<file path="config.mk">
export PLATFORM = sky130hd
export DESIGN_NAME = xup_shift_register_seq_flat
export DESIGN_NICKNAME = d
export VERILOG_FILES = /design/src/rtl/xup_shift_register_seq_if.sv /design/src/rtl/xup_shift_register_seq.sv /design/src/flat_wrapper.sv
export SDC_FILE = /design/constraint.sdc
export NUM_CORES = 1
export LEC_CHECK = 0
export CAP_MARGIN = 0
export CORE_AREA = 2 2 51 53
export CTS_CLUSTER_SIZE = 12
export DETAILED_ROUTE_END_ITERATION = 10
export DIE_AREA = 0 0 53 55
export HOLD_SLACK_MARGIN = 0.12
export PLACE_DENSITY_LB_ADDON = 0.25
export SYNTH_ARGS = -nofsm -noshare
export SYNTH_HDL_FRONTEND = slang
export SYNTH_SLANG_ARGS = --single-unit
export TNS_END_PERCENT = 10
</file>
<file path="constraint.sdc">
create_clock -name clk -period 1.49 [get_ports clk]
set_input_delay 0.298 -clock clk [delete_from_list [all_inputs] [get_ports clk]]
set_output_delay 0.298 -clock clk [all_outputs]
set_load 0.03 [all_outputs]
</file>
<file path="src/rtl/xup_shift_register_seq_if.sv">
// Bundle of data/control/status signals for xup_shift_register_seq.
// master drives load/shift/sequence controls; slave is the register.
interface xup_shift_register_seq_if #(
  parameter int WIDTH = 8,
  parameter int STEP  = 1,
  parameter int CNT_W = 4
);
  logic [STEP-1:0]  shift_in;
  logic [WIDTH-1:0] parallel_in;
  logic             load;
  logic             en;
  logic             dir;
  logic [1:0]       mode;
  logic             start;
  logic [CNT_W-1:0] count;
  logic             busy;
  logic             done;
  logic [STEP-1:0]  shift_out;
  logic [WIDTH-1:0] parallel_out;

  modport master (
    output shift_in, parallel_in, load, en, dir,
    output mode, start, count,
    input  busy, done, shift_out, parallel_out
  );

  modport slave (
    input  shift_in, parallel_in, load, en, dir,
    input  mode, start, count,
    output busy, done, shift_out, parallel_out
  );
endinterface

</file>
<file path="src/rtl/xup_shift_register_seq.sv">
// STEP-bit shift register (logical/rotate/arith/hold) with a counted-shift
// sequencer. Ports: clk, rst_n (async low), bus (slave modport).
module xup_shift_register_seq #(
  parameter int WIDTH = 8,
  parameter int STEP  = 1,
  parameter int CNT_W = 4,
  parameter int DELAY = 3
) (
  input logic clk,
  input logic rst_n,
  xup_shift_register_seq_if.slave bus
);

  if (WIDTH < 2 || STEP < 1 || STEP > WIDTH - 1 || DELAY < 0) begin : g_bad
    $error("xup_shift_register_seq: bad parameters");
  end

  typedef enum logic {IDLE, RUN} state_e;

  state_e           state_q, state_d;
  logic [WIDTH-1:0] reg_q, reg_d;
  logic [CNT_W-1:0] rem_q, rem_d;
  logic             done_q, done_d;
  logic [WIDTH-1:0] sh;

  // One shift op on the current contents; dir/mode are live inputs.
  always_comb begin
    sh = reg_q;
    unique case (bus.mode)
      2'b00: sh = bus.dir
        ? {reg_q[WIDTH-STEP-1:0], bus.shift_in}
        : {bus.shift_in, reg_q[WIDTH-1:STEP]};
      2'b01: sh = bus.dir
        ? {reg_q[WIDTH-STEP-1:0], reg_q[WIDTH-1 -: STEP]}
        : {reg_q[STEP-1:0], reg_q[WIDTH-1:STEP]};
      2'b10: sh = bus.dir
        ? {reg_q[WIDTH-STEP-1:0], bus.shift_in}
        : {{STEP{reg_q[WIDTH-1]}}, reg_q[WIDTH-1:STEP]};
      default: sh = reg_q;
    endcase
  end

  // load > start (idle) > run step > en (idle)
  always_comb begin
    state_d = state_q;
    reg_d   = reg_q;
    rem_d   = rem_q;
    done_d  = 1'b0;
    if (bus.load) begin
      reg_d   = bus.parallel_in;
      rem_d   = '0;
      state_d = IDLE;
    end else if (state_q == IDLE && bus.start) begin
      if (bus.count != '0) begin
        rem_d   = bus.count;
        state_d = RUN;
      end else begin
        done_d = 1'b1;
      end
    end else if (state_q == RUN) begin
      reg_d = sh;
      rem_d = rem_q - 1'b1;
      if (rem_q == CNT_W'(1)) begin
        state_d = IDLE;
        done_d  = 1'b1;
      end
    end else if (bus.en) begin
      reg_d = sh;
    end
  end

  always_ff @(posedge clk or negedge rst_n) begin
    if (!rst_n) begin
      state_q <= IDLE;
      reg_q   <= '0;
      rem_q   <= '0;
      done_q  <= 1'b0;
    end else begin
      state_q <= state_d;
      reg_q   <= reg_d;
      rem_q   <= rem_d;
      done_q  <= done_d;
    end
  end

  assign bus.busy         = (state_q == RUN);
  assign bus.done         = done_q;
  assign bus.parallel_out = reg_q;
  assign bus.shift_out    = bus.dir
    ? reg_q[WIDTH-1 -: STEP]
    : reg_q[STEP-1:0];

endmodule

</file>
<file path="src/flat_wrapper.sv">
// flat-port wrapper written by rule: the top's interface ports become plain ports
module xup_shift_register_seq_flat 
#(
  parameter int WIDTH = 8,
  parameter int STEP  = 1,
  parameter int CNT_W = 4,
  parameter int DELAY = 3
)
  (clk, rst_n, bus_shift_in, bus_parallel_in, bus_load, bus_en, bus_dir, bus_mode, bus_start, bus_count, bus_busy, bus_done, bus_shift_out, bus_parallel_out);
  xup_shift_register_seq_if #(.WIDTH(WIDTH), .STEP(STEP), .CNT_W(CNT_W)) bus_i ();
  input logic clk;
  input logic rst_n;
  input wire logic [$bits(bus_i.shift_in)-1:0] bus_shift_in;
  input wire logic [$bits(bus_i.parallel_in)-1:0] bus_parallel_in;
  input wire logic [$bits(bus_i.load)-1:0] bus_load;
  input wire logic [$bits(bus_i.en)-1:0] bus_en;
  input wire logic [$bits(bus_i.dir)-1:0] bus_dir;
  input wire logic [$bits(bus_i.mode)-1:0] bus_mode;
  input wire logic [$bits(bus_i.start)-1:0] bus_start;
  input wire logic [$bits(bus_i.count)-1:0] bus_count;
  output wire logic [$bits(bus_i.busy)-1:0] bus_busy;
  output wire logic [$bits(bus_i.done)-1:0] bus_done;
  output wire logic [$bits(bus_i.shift_out)-1:0] bus_shift_out;
  output wire logic [$bits(bus_i.parallel_out)-1:0] bus_parallel_out;
  assign bus_i.shift_in = bus_shift_in;
  assign bus_i.parallel_in = bus_parallel_in;
  assign bus_i.load = bus_load;
  assign bus_i.en = bus_en;
  assign bus_i.dir = bus_dir;
  assign bus_i.mode = bus_mode;
  assign bus_i.start = bus_start;
  assign bus_i.count = bus_count;
  assign bus_busy = bus_i.busy;
  assign bus_done = bus_i.done;
  assign bus_shift_out = bus_i.shift_out;
  assign bus_parallel_out = bus_i.parallel_out;
  xup_shift_register_seq #(.WIDTH(WIDTH), .STEP(STEP), .CNT_W(CNT_W), .DELAY(DELAY)) u_core (.clk(clk), .rst_n(rst_n), .bus(bus_i));
endmodule
</file>
=== Yosys cells after proc, flatten, opt, wreduce, memory -nomap -nowiden ===
Index checks and enable logic that the tools add are counted.

* Reduce and logical (&&, ||, !) cells: 7
* Bitwise logic cells: 1
* Mux-type cells: 23
* Add/subtract/negate cells: 1
* Equal/unequal tests: 5

{| class="wikitable"
|+ Operators with widths
! kind !! number
|-
| $mux W8 || 7
|-
| $pmux W8 S3 || 1
|-
| $mux W4 || 4
|-
| $mux W1 || 11
|-
| $reduce_bool A3 Y1 || 2
|-
| $eq A4 B1 Y1 const B || 1
|-
| $reduce_and A2 Y1 || 2
|-
| $reduce_bool A4 Y1 || 1
|-
| $sub A4 B1 Y4 const B || 1
|-
| $ne A3 B3 Y1 const B || 1
|-
| $eq A2 B1 Y1 const B || 1
|-
| $eq A2 B2 Y1 const B || 1
|-
| $logic_not A2 Y1 || 1
|-
| $ne A2 B2 Y1 const B || 1
|-
| $logic_and A1 B1 Y1 || 1
|-
| $not A1 Y1 || 1
|}

* Input bits: 21
* Bits in registers: 14
* Word-level logic and storage cells: 41

=== Longest topological paths before layout ===
Gate-level depths: netlist of the first run.

* Depth in word-level cells: 6
* Gate-level depth with buffers: 6
* Depth with buffers taken out: 6

=== Worst setup path before layout of the first run ===
No wires, ideal clock.

* Path kind: input-to-reg
* From: in bus_mode[0]
* To: reg u_core.reg_q[7], in the netlist u_core.bus.parallel_out[7]
* Cell stages on the path: 5
* Setup time: 104 ps
* Buffers on the path: 0
* Arrival time: 1467 ps
* Required time: 1386 ps
* Slack: -80 ps
* Path through: inv_1 ha_1 o32ai_4 nor3_2 o41ai_2

* Longest elaborated chain between the ends: 6

{| class="wikitable"
|+ RTL lines
! item !! line !! RTL
|-
| start, declared || flat_wrapper.sv:18 || <nowiki>input wire logic [$bits(bus_i.mode)-1:0] bus_mode;</nowiki>
|-
| $eq A2 B2 Y1 (tied with other cells) || xup_shift_register_seq.sv:29 || <nowiki>unique case (bus.mode)</nowiki>
|-
| $pmux W8 S3 * || xup_shift_register_seq.sv:29 ||
|-
| $mux W8 || xup_shift_register_seq.sv:67 || <nowiki>end else if (bus.en) begin</nowiki>
|-
| $mux W8 * || xup_shift_register_seq.sv:60 || <nowiki>end else if (state_q == RUN) begin</nowiki>
|-
| $mux W8 * || xup_shift_register_seq.sv:53 || <nowiki>end else if (state_q == IDLE && bus.start) begin</nowiki>
|-
| $mux W8 * || xup_shift_register_seq.sv:49 || <nowiki>if (bus.load) begin</nowiki>
|-
| end signal, assigned || xup_shift_register_seq.sv:80 || <nowiki>reg_q <= reg_d;</nowiki>
|-
| end, declared || xup_shift_register_seq.sv:21 || <nowiki>logic [WIDTH-1:0] reg_q, reg_d;</nowiki>
|}

Every way passes the cells marked *; elsewhere a longest branch is shown, timed or not. The select of a mux whose other input is x is not followed.
A chain may end at the register's enable or synchronous reset.

=== Worst setup path in the final report of the first run ===
* From: in bus_en
* To: reg u_core.reg_q[7], in the netlist u_core.bus.parallel_out[7]

* Longest elaborated chain between the ends: 2

{| class="wikitable"
|+ RTL lines
! item !! line !! RTL
|-
| start, declared || flat_wrapper.sv:16 || <nowiki>input wire logic [$bits(bus_i.en)-1:0] bus_en;</nowiki>
|-
| $reduce_bool A3 Y1 (no source line) || n/a ||
|-
| $reduce_and A2 Y1 (no source line) || n/a ||
|}

Every way passes these cells.

==> results of run 1 <==
==> cells in the final DEF (no fill, tap or decap), drive strengths merged, types with 2 or more instances in the layout <==
| cell type | netlist | layout |
|---|---|---|
| nor2b | 4 | 4 |
| nor3b | 2 | 2 |
| a211oi | 6 | 6 |
| mux2 | 7 | 7 |
| nor3 | 3 | 3 |
| nand2 | 10 | 10 |
| clkdlybuf4s50 | 0 | 17 |
| ha | 6 | 6 |
| mux2i | 7 | 7 |
| dlymetal6s2s | 0 | 2 |
| o41ai | 2 | 2 |
| dfrtp | 14 | 14 |
| o21ai | 7 | 7 |
| nor4 | 2 | 2 |
| nor2 | 7 | 7 |
| buf | 1 | 21 |
| nand2b | 2 | 2 |
| inv | 6 | 6 |
| dlygate4sd2 | 0 | 7 |
| clkbuf | 3 | 6 |
==> kinds of logic (layout without fill, tap and decap cells) <==
logic type,count (synthesis),in the layout,share of synthesized area [%]
buf+inv,10,60,3.89
xor+xnor,1,1,0.878
flops,14,14,35.1
simple gates,32,32,16.1
mux,14,14,14.9
compound gates,24,24,21.6
fa+ha+maj,6,6,7.53
==> power by group <==
part           switching, W  internal (W)
clock network      0.000123      0.000149
registers         0.0000472      0.000423
logic              0.000250      0.000258
==> final cells by class <==
cell class,instances,area share [%]
multi-input cells,77,41.2
repair buffers,50,29.8
flip-flops and latches,14,22.8
well taps,30,2.44
clock buffers,4,2.36
inverters,6,1.46
==> synthesized netlist by cell type <==
| library cell | n |
|---|---|
| o41ai_4 | 1 |
| inv_1 | 6 |
| a211oi_1 | 6 |
| buf_2 | 1 |
| a32o_1 | 1 |
| nor2_1 | 7 |
| a32oi_1 | 1 |
| mux2_2 | 7 |
| xnor2_1 | 1 |
| nand2b_1 | 2 |
| o2bb2ai_1 | 1 |
| nor3b_1 | 2 |
| clkbuf_1 | 3 |
| o31ai_1 | 1 |
| o21ai_0 | 7 |
| nor4_1 | 2 |
| nand3_1 | 1 |
| and2_1 | 1 |
| nor3_2 | 1 |
| a31oi_1 | 1 |
| nand2_1 | 10 |
| a2bb2oi_1 | 1 |
| a21oi_1 | 1 |
| ha_1 | 6 |
| nor3_1 | 2 |
| a221oi_1 | 1 |
| dfrtp_1 | 14 |
| o41ai_2 | 1 |
| o32ai_4 | 1 |
| mux2i_1 | 7 |
| nor2b_1 | 4 |
==> how the worst min path moves through the flow <==
| stage | startpoint | to | slack, ps |
|---|---|---|---|
| after floorplan | rst_n | u_core.bus.busy | 2 |
| after global placement | u_core.rem_q[3] | u_core.rem_q[3] | 540 |
| after detailed placement | u_core.rem_q[3] | u_core.rem_q[3] | 550 |
| after CTS | rst_n | u_core.bus.parallel_out[7] | 310 |
| after global routing | rst_n | u_core.bus.busy | 340 |
| final | rst_n | u_core.bus.parallel_out[7] | 310 |
==> metal layers <==
metal,up-vias,part of all wire [%],wire length (µm)
met3,4,4.3,107
met5,-,0,0
li1,470,-,-
met4,0,0.48,12
met2,28,49,1220
met1,449,46,1160
==> timing repair <==
item / CTS / global route
pin swaps: 1 / 5
cloned: 0 / 0
resized for setup: 18 / 17
hold buffers: 0 / 0
endpoints found under the setup margin: 18 / 14
==> metrics by stage <==
stage | total power [W] | instance area [µm²] | worst slack, ps | instances
final | 0.00125 | 1540 | 32.7 | 181
after global routing | 0.00133 | 1540 | -9.75 | 181
after CTS | 0.00125 | 1530 | -218 | 181
after detailed placement | 0.000992 | 1480 | -597 | 177
after global placement | 0.000981 | 1480 | -526 | 177
after floorplan | 0.000750 | 1000 | -2.91 | 101
==> flip-flops by register name (all words and copies together), names as in the netlist <==
register and cells:
u_core.bus.busy 1, u_core.rem_q 4, u_core.bus.parallel_out 8, u_core.bus.done 1
==> metrics.txt, run 1 <==
reg-to-reg endpoint=u_core.bus.parallel_out[7]; setup TNS=0 ps; nets=179; Synth area leader=dfrtp_1; Max Fclk=686 MHz; CP max stage delay=460 ps; met1 GRT Util=approximately a quarter; CP delay by family, top=buffers and inverters; initial core utilization=around 42%; Setup Fix Bufs, Post-CTS=0; Cell Pwr Density=approximately 800 nW/µm²; TritonRoute pass-1 iters=4; Buf+Inv Stages, Crit Path=2; Synth Instances=101; GR Util met3=2.69%; Vias/cell=roughly 5.3; Rel. slew slack=79.3%; CP endpoint=u_core.bus.parallel_out[7]; layer with the highest usage=met2; cells on worst reg2reg path=4; Worst VDD drop=around 0.77 mV; Final min period=1460 ps; Ys Warns=0; first-pass GRT wire length=~3800 µm; # setup viols final=0; drt first-iter violations=28; Overall Global Routing Usage=17.4%; WP data required=1680 ps; CP Launch Type=primary input; period utilization=97.8%; GPL Wtd Cong=0.901; Cell variety after synth=31; CP most frequent cell=nor2b_1; DRC violations left=0; initial antenna violation count=0; Max Slew Vio Count=0; Max Cap Viol=0; Register Area=350 µm²; ANT cells=0; dpl hpwl=1870 µm; CP Depth=6; Worst setup EP type=register; Util after Layout=between 60% and 70%; layout cells sized above 1=29.8%; Die Y=around 55 µm; worst min path class=in2async; Worst Path Arrival=1640 ps; Ports=32; antenna viol nets, final=0; Fillers=181; gr ovfl total=0; reg2reg start=u_core.bus.busy; clock sink total=14; clock-pin transition on the worst setup and hold timing paths=about 90 ps; final hold slack=311 ps; Root Buffer=clkbuf_4; Area growth syn-to-layout=54.2%; CP Max Fanout=3; status=finished, final reports clean; clk_skew=11.0 ps; worst-margin pin slew=312 ps; CTS HTree Levels=1; met2 usage=28.3%; Worst-Skew Late Latency=280 ps; routed len/inst=13.8 µm; Synth area leaders=dfrtp_1 35%, mux2_2 7.9%, ha_1 7.5%; Multi-input gate area=roughly 630 µm²; largest net degree at the start of global routing=21; core outline area=~2400 µm²; unrepaired setup endpoints after global routing=true; cell leakage power=approximately 0.72 nW; Inserted Clock Buffers=3; Max clock buf depth=2; post-synth top area share=35.1%; CTS tree=built; Die Wd=53 µm; overall die area=between 2000 and 3000 µm²; Crit. Startpoint=bus_en; Synth Area per Inst=9.87 µm²; Critical-path top delay cell=clkdlybuf4s50_1; CP Cell Sequence=clkdlybuf4s50_1, nor2b_1, o32ai_4, buf_6, nor2b_1, o41ai_2; Syn Std Cell Area=997 µm²; overall routed net length=2500 µm; worst reg-to-reg setup slack=180 ps; number of synthesized register bits=14; vias in the first global route=between 800 and 900; Port Buffers=31; syn nets=128; Fin. Hold Viols=0; post-synthesis sequential area ratio=35.1%; via count=951; Rows=18; CP Class=in2reg
Power figures use the tool's default switching activity.
==> run 2, diff against run 1 <==
--- a/config.mk
+++ b/config.mk
@@ -12,6 +12,7 @@
 export DIE_AREA = 0 0 53 55
 export HOLD_SLACK_MARGIN = 0.12
 export PLACE_DENSITY_LB_ADDON = 0.25
+export RECOVER_POWER = 25
 export SYNTH_ARGS = -nofsm -noshare
 export SYNTH_HDL_FRONTEND = slang
 export SYNTH_SLANG_ARGS = --single-unit
==> constraint.sdc (replaced) <==
create_clock -name clk -period 1.49 [get_ports clk]
set_input_delay 0.298 -clock clk [delete_from_list [all_inputs] [get_ports clk]]
set_output_delay 0.298 -clock clk [all_outputs]
set_load 0.005 [all_outputs]
==> run 2 against run 1 <==
Utilization grew 0.21 points. Final area grew 0.33%. Sequential power shrank 1%. Critical path depth grew 1. Die area is the same. Sequential cell count is the same. Largest cell class unchanged. Total power shrank 5.0%. Highest routed layer unchanged. Final cell count grew 0.55%. Largest power group is now sequential cells.
==> metrics.txt, run 2 (same netlist as run 1, synthesis figures left out) <==
Worst-Skew Late Latency=280 ps (about the same); overall routed net length=2520 µm (was 2500 µm); Worst VDD drop=0.663 mV (was 0.773 mV); Worst Path Arrival=1650 ps (was 1640 ps); Max clock buf depth=2 (unchanged); first-pass GRT wire length=3950 µm (was 3770 µm); max FFs per register=8 (unchanged); Placed Area=1470 µm² (was 1480 µm²); clock sink total=14 (unchanged); status=finished, final reports clean (unchanged); pre-CTS setup slack=-581 ps (was -597 ps); initial core utilization=42.2% (unchanged); largest net degree at the start of global routing=17 (was 21); clk_skew=3.17 ps (was 11.0 ps); CTS HTree Levels=1 (unchanged); Gate power share=37.6% (was 40.7%); worst-margin pin slew=787 ps (was 312 ps); cell leakage power=0.714 nW (was 0.721 nW); Crit. Startpoint=bus_mode[1] (was bus_en); Max Cap Viol=0 (unchanged); ANT cells=0 (unchanged); clock-pin transition on the worst setup and hold timing paths=90 ps (about the same); Internal=0.000828 W (was 0.000829 W); WP data required=1680 ps (about the same); Ports=32 (unchanged); antenna viol nets, final=0 (unchanged); Root Buffer=clkbuf_4 (unchanged); most frequent cells in the layout=17 x clkdlybuf4s50_1, 17 x buf_4, 13 x dfrtp_1, 10 x nand2_1, 10 x dlygate4sd2_1 (was 17 x clkdlybuf4s50_1, 17 x buf_4, 14 x dfrtp_1, 10 x nand2_1); TritonRoute pass-1 iters=4 (unchanged); GPL Wtd Cong=0.891 (was 0.901); core outline area=2360 µm² (unchanged); CP Launch Type=primary input (unchanged); Max Slew Vio Count=0 (unchanged); Die Y=55 µm (unchanged); Overall Global Routing Usage=18.2% (was 17.4%); gr ovfl total=0 (unchanged); initial antenna violation count=0 (unchanged); via count=957 (was 951); Flop pwr share=39.1% (was 37.6%); Rel. slew slack=47.5% (was 79.3%); post-layout instance area=1540 µm² (about the same); Port Buffers=31 (unchanged); Vias/cell=5.26 (was 5.25); routed len/inst=13.9 µm (was 13.8 µm); dpl hpwl=1920 µm (was 1870 µm); Area growth syn-to-layout=54.7% (was 54.2%); layout cells sized above 1=28.9% (was 29.8%); CP Max Fanout=4 (was 3); DRC violations left=0 (unchanged); Die Wd=53 µm (unchanged); Max Fclk=685 MHz (was 686 MHz); Rows=18 (unchanged); switch share=30.3% (was 33.6%); overall die area=2920 µm² (unchanged); Fin. Hold Viols=0 (unchanged); # setup viols final=0 (unchanged); vias in the first global route=911 (was 845); Post-CTS Hold Buffers=0 (unchanged); CTS tree=built (unchanged); reg2reg start=u_core.bus.busy (unchanged); CP Class=in2reg (unchanged); Final min period=1460 ps (about the same); drt first-iter violations=13 (was 28); worst min path class=reg2reg (was in2async); period utilization=98.0% (was 97.8%); setup TNS=0 ps (unchanged); net switching power=0.000359 W (was 0.000420 W); unrepaired setup endpoints after global routing=true (unchanged); Worst setup EP type=register (unchanged); Cell Pwr Density=769 nW/µm² (was 812 nW/µm²); HP Start=u_core.rem_q[3]; clock group share of total power=23.4% (was 21.7%); worst setup margin=30.1 ps (was 32.7 ps); Inserted Clock Buffers=3 (unchanged); nets=180 (was 179)
==> run 2: area by class of cell <==
cell class              instances  area [µm²]
fillers                       214         822
multi-input cells              77         646
repair buffers                 51         449
flip-flops and latches         14         352
well taps                      30        37.5
clock buffers                   4        36.3
inverters                       6        22.5
==> run 2: path summary, 6_finish.rpt <==
path                       cells after the start  slack [ps]                    endpoint
hold / removal                                 2         570             u_core.rem_q[3]
min in group asynchronous                      2         600  u_core.bus.parallel_out[7]
setup / recovery                               7          30  u_core.bus.parallel_out[7]
max in group asynchronous                      2         340             u_core.bus.busy
hold reg to reg                                2         570             u_core.rem_q[3]
setup reg to reg                               5         160  u_core.bus.parallel_out[7]
==> run 2: power groups by stage <==
stage / clock network [W] / registers, W / logic, W
after floorplan: 0 / 0.000469 / 0.000215
after global placement: 0 / 0.000477 / 0.000433
after detailed placement: 0 / 0.000479 / 0.000444
after CTS: 0.000289 / 0.000464 / 0.000447
after global routing: 0.000303 / 0.000471 / 0.000489
final: 0.000277 / 0.000464 / 0.000446
==> run 2: critical path, cell delays in order <==
cell and delay [ps]:
dlygate4sd2_1 250, buf_4 140, ha_4 170, o32ai_4 280
buf_4 170, nor3_2 30, o41ai_2 290
==> run 2: timing repair <==
| action | in CTS | in global routing |
|---|---|---|
| pin swaps | 1 | 4 |
| setup buffers | 1 | 0 |
| gates resized for setup | 20 | 7 |
| setup endpoints to repair | 19 | 13 |
==> run 2: stage by stage <==
stage	utilization (%)	power, W	instances	hold WS, ps
after detailed placement	62.3	0.000922	177	542
after global placement	62.3	0.000910	177	535
after CTS	65.0	0.00120	182	322
final	65.2	0.00119	182	566
after global routing	65.2	0.00126	182	574
after floorplan	-	0.000684	101	2.41
==> run 2: per-layer routing <==
layer  track usage (%)  wire length [µm]  vias up
met5                 0                 0        -
met4              5.56                14        0
met3              2.96                81        2
met2              33.3              1280       16
met1              22.1              1150      468
li1                  -                 -      471
==> run 3, diff against run 2 <==
--- a/config.mk
+++ b/config.mk
@@ -6,10 +6,14 @@
 export NUM_CORES = 1
 export LEC_CHECK = 0
 export CAP_MARGIN = 0
-export CORE_AREA = 2 2 51 53
+export CELL_PAD_IN_SITES_DETAIL_PLACEMENT = 1
+export CELL_PAD_IN_SITES_GLOBAL_PLACEMENT = 1
+export CORE_AREA = 2 2 49 51
+export CTS_BUF_LIST = sky130_fd_sc_hd__clkbuf_4
 export CTS_CLUSTER_SIZE = 12
 export DETAILED_ROUTE_END_ITERATION = 10
-export DIE_AREA = 0 0 53 55
+export DIE_AREA = 0 0 51 53
+export DONT_BUFFER_PORTS = 1
 export HOLD_SLACK_MARGIN = 0.12
 export PLACE_DENSITY_LB_ADDON = 0.25
 export RECOVER_POWER = 25
==> run 3 against run 2 <==
Sequential share of layout area rose by 8.6 points. Combinational power fell by 39%. Worst hold slack got worse by 450 ps. Global-route usage rose by 2.3 points. Via count fell by 17%. Clock power fell by 17%.
==> metrics.txt, run 3 (same netlist as run 1, synthesis figures left out) <==
Worst Path Arrival=1070 ps (was 1650 ps); max FFs per register=8 (unchanged); Multi-input gate area=611 µm² (was 646 µm²); routed len/inst=18.1 µm (was 13.9 µm); Buf+Inv Stages, Crit Path=0 (was 3); layer with the highest usage=met2 (unchanged); post-layout instance area=1120 µm² (was 1540 µm²); Max clock buf depth=2 (unchanged); CP Cell Sequence=mux2_2 (was dlygate4sd2_1, buf_4, ha_4, o32ai_4, buf_4, nor3_2, o41ai_2); Area growth syn-to-layout=12.0% (was 54.7%); final non-filler cell total=136 (was 182); cell leakage power=0.494 nW (was 0.714 nW); overall die area=2700 µm² (was 2920 µm²); met2 usage=37.2% (was 33.3%); Fin. Hold Viols=0 (unchanged); overall routed net length=2460 µm (was 2520 µm); CP Launch Type=register (was primary input); Pwr Total=0.000991 W (was 0.00119 W); antenna viol nets, final=0 (unchanged); Rows=17 (was 18); ANT cells=0 (unchanged); largest net degree at the start of global routing=15 (was 17); Util after Layout=52.0% (was 65.2%); worst-margin pin slew=629 ps (was 787 ps); clock-pin transition on the worst setup and hold timing paths=90 ps (about the same); # setup viols final=0 (unchanged); most common cell after layout, fill and taps aside=dfrtp_1; clk_skew=3.40 ps (was 3.17 ps); setup TNS=0 ps (unchanged); core outline area=2150 µm² (was 2360 µm²); Setup Fix Bufs, Post-CTS=0 (was 1); Port Buffers=0 (was 31); CTS tree=built (unchanged); first-pass GRT wire length=4080 µm (was 3950 µm); CP Max Fanout=6 (was 4); DRC violations left=0 (unchanged); initial antenna violation count=0 (unchanged); CTS HTree Levels=1 (unchanged); GR Util met3=5.37% (was 2.96%); vias in the first global route=884 (was 911); worst min path class=in2reg (was reg2reg); drt first-iter violations=3 (was 13); Max Cap Viol=0 (unchanged); WP data required=1190 ps (was 1680 ps); most frequent cells in the layout=14 x dfrtp_1, 10 x nand2_1 (was 17 x clkdlybuf4s50_1, 17 x buf_4, 13 x dfrtp_1, 10 x nand2_1, 10 x dlygate4sd2_1); Vias/cell=5.83 (was 5.26); Cell Pwr Density=887 nW/µm² (was 769 nW/µm²); Die Y=53 µm (was 55 µm); Worst-Skew Late Latency=280 ps (about the same); placed cell count=129 (was 177); nets=136 (was 180); dpl hpwl=1830 µm (was 1920 µm); gr ovfl total=0 (unchanged); Overall Global Routing Usage=20.5% (was 18.2%); Die Wd=51 µm (was 53 µm); layout cells sized above 1=17.6% (was 28.9%); met1 GRT Util=23.3% (was 22.1%); Critical-path top delay cell=dfrtp_1 (was o41ai_2); Ports=32 (unchanged); CP Class=reg2out (was in2reg); status=finished, final reports clean (unchanged); clock sink total=14 (unchanged); via count=793 (was 957); Rel. slew slack=58.0% (was 47.5%); Inserted Clock Buffers=3 (unchanged); unrepaired setup endpoints after global routing=false (was true); CP delay by family, top=flip-flops (was compound AO/OA/AOI/OAI gates); period utilization=91.8% (was 98.0%); initial core utilization=46.4% (was 42.2%); Fillers=250 (was 214); CP max stage delay=470 ps (was 290 ps); Register Area=350 µm² (was 352 µm²); GPL Wtd Cong=0.837 (was 0.891); Placed Area=1060 µm² (was 1470 µm²); TritonRoute pass-1 iters=2 (was 4); Max Fclk=731 MHz (was 685 MHz); Max Slew Vio Count=0 (unchanged); Worst VDD drop=0.571 mV (was 0.663 mV); Root Buffer=clkbuf_4 (unchanged); Final min period=1370 ps (was 1460 ps); Worst setup EP type=primary output (was register)
## run 3: power by group
part / internal (W) / total, W / switching (W)
sequential: 0.000422 / 0.000487 / 0.0000648
clock: 0.0000973 / 0.000230 / 0.000132
combinational: 0.000147 / 0.000274 / 0.000127
total: 0.000667 / 0.000991 / 0.000324
## run 3: per-stage QoR
step | hold slack (ps) | worst slack (ps)
global placement | 2.86 | 9.14
floorplan | 2.41 | 5.01
detailed placement | 2.75 | -63.6
finish | 118 | 122
global route | 125 | 28.4
CTS | 122 | 118
## run 3: layer usage
metal | share of wire (%) | wire, µm
met5 | 0 | 0
met4 | 1.3 | 31
met3 | 5.7 | 140
met2 | 51 | 1260
met1 | 42 | 1020
## run 3: path summary, 6_finish.rpt
path / startpoint / slack [ps] / endpoint / cells past startpoint
hold / removal: bus_load / 120 / u_core.bus.parallel_out[6] / 1
setup reg to reg: u_core.bus.busy / 140 / u_core.bus.parallel_out[7] / 4
hold reg to reg: u_core.rem_q[3] / 570 / u_core.rem_q[3] / 2
setup / recovery: u_core.bus.parallel_out[7] / 120 / bus_shift_out / 1
min in group asynchronous: rst_n / 460 / u_core.bus.parallel_out[3] / 1
max in group asynchronous: rst_n / 620 / u_core.rem_q[0] / 1
## run 3: layout make-up
| type | instances | area share, % |
|---|---|---|
| Clock buffer | 3 | 2.02 |
| Timing Repair Buffer | 7 | 6.49 |
| Tap cell | 28 | 3.14 |
| Sequential cell | 14 | 31.4 |
| Multi-Input combinational cell | 77 | 54.6 |
| Inverter | 6 | 2.02 |
| Clock inverter | 1 | 0.336 |
## run 3: timing repair
| action | in CTS | in global routing |
|---|---|---|
| hold endpoints to repair | 26 | 1 |
| hold buffers | 2 | 1 |
| resized for setup | 0 | 0 |
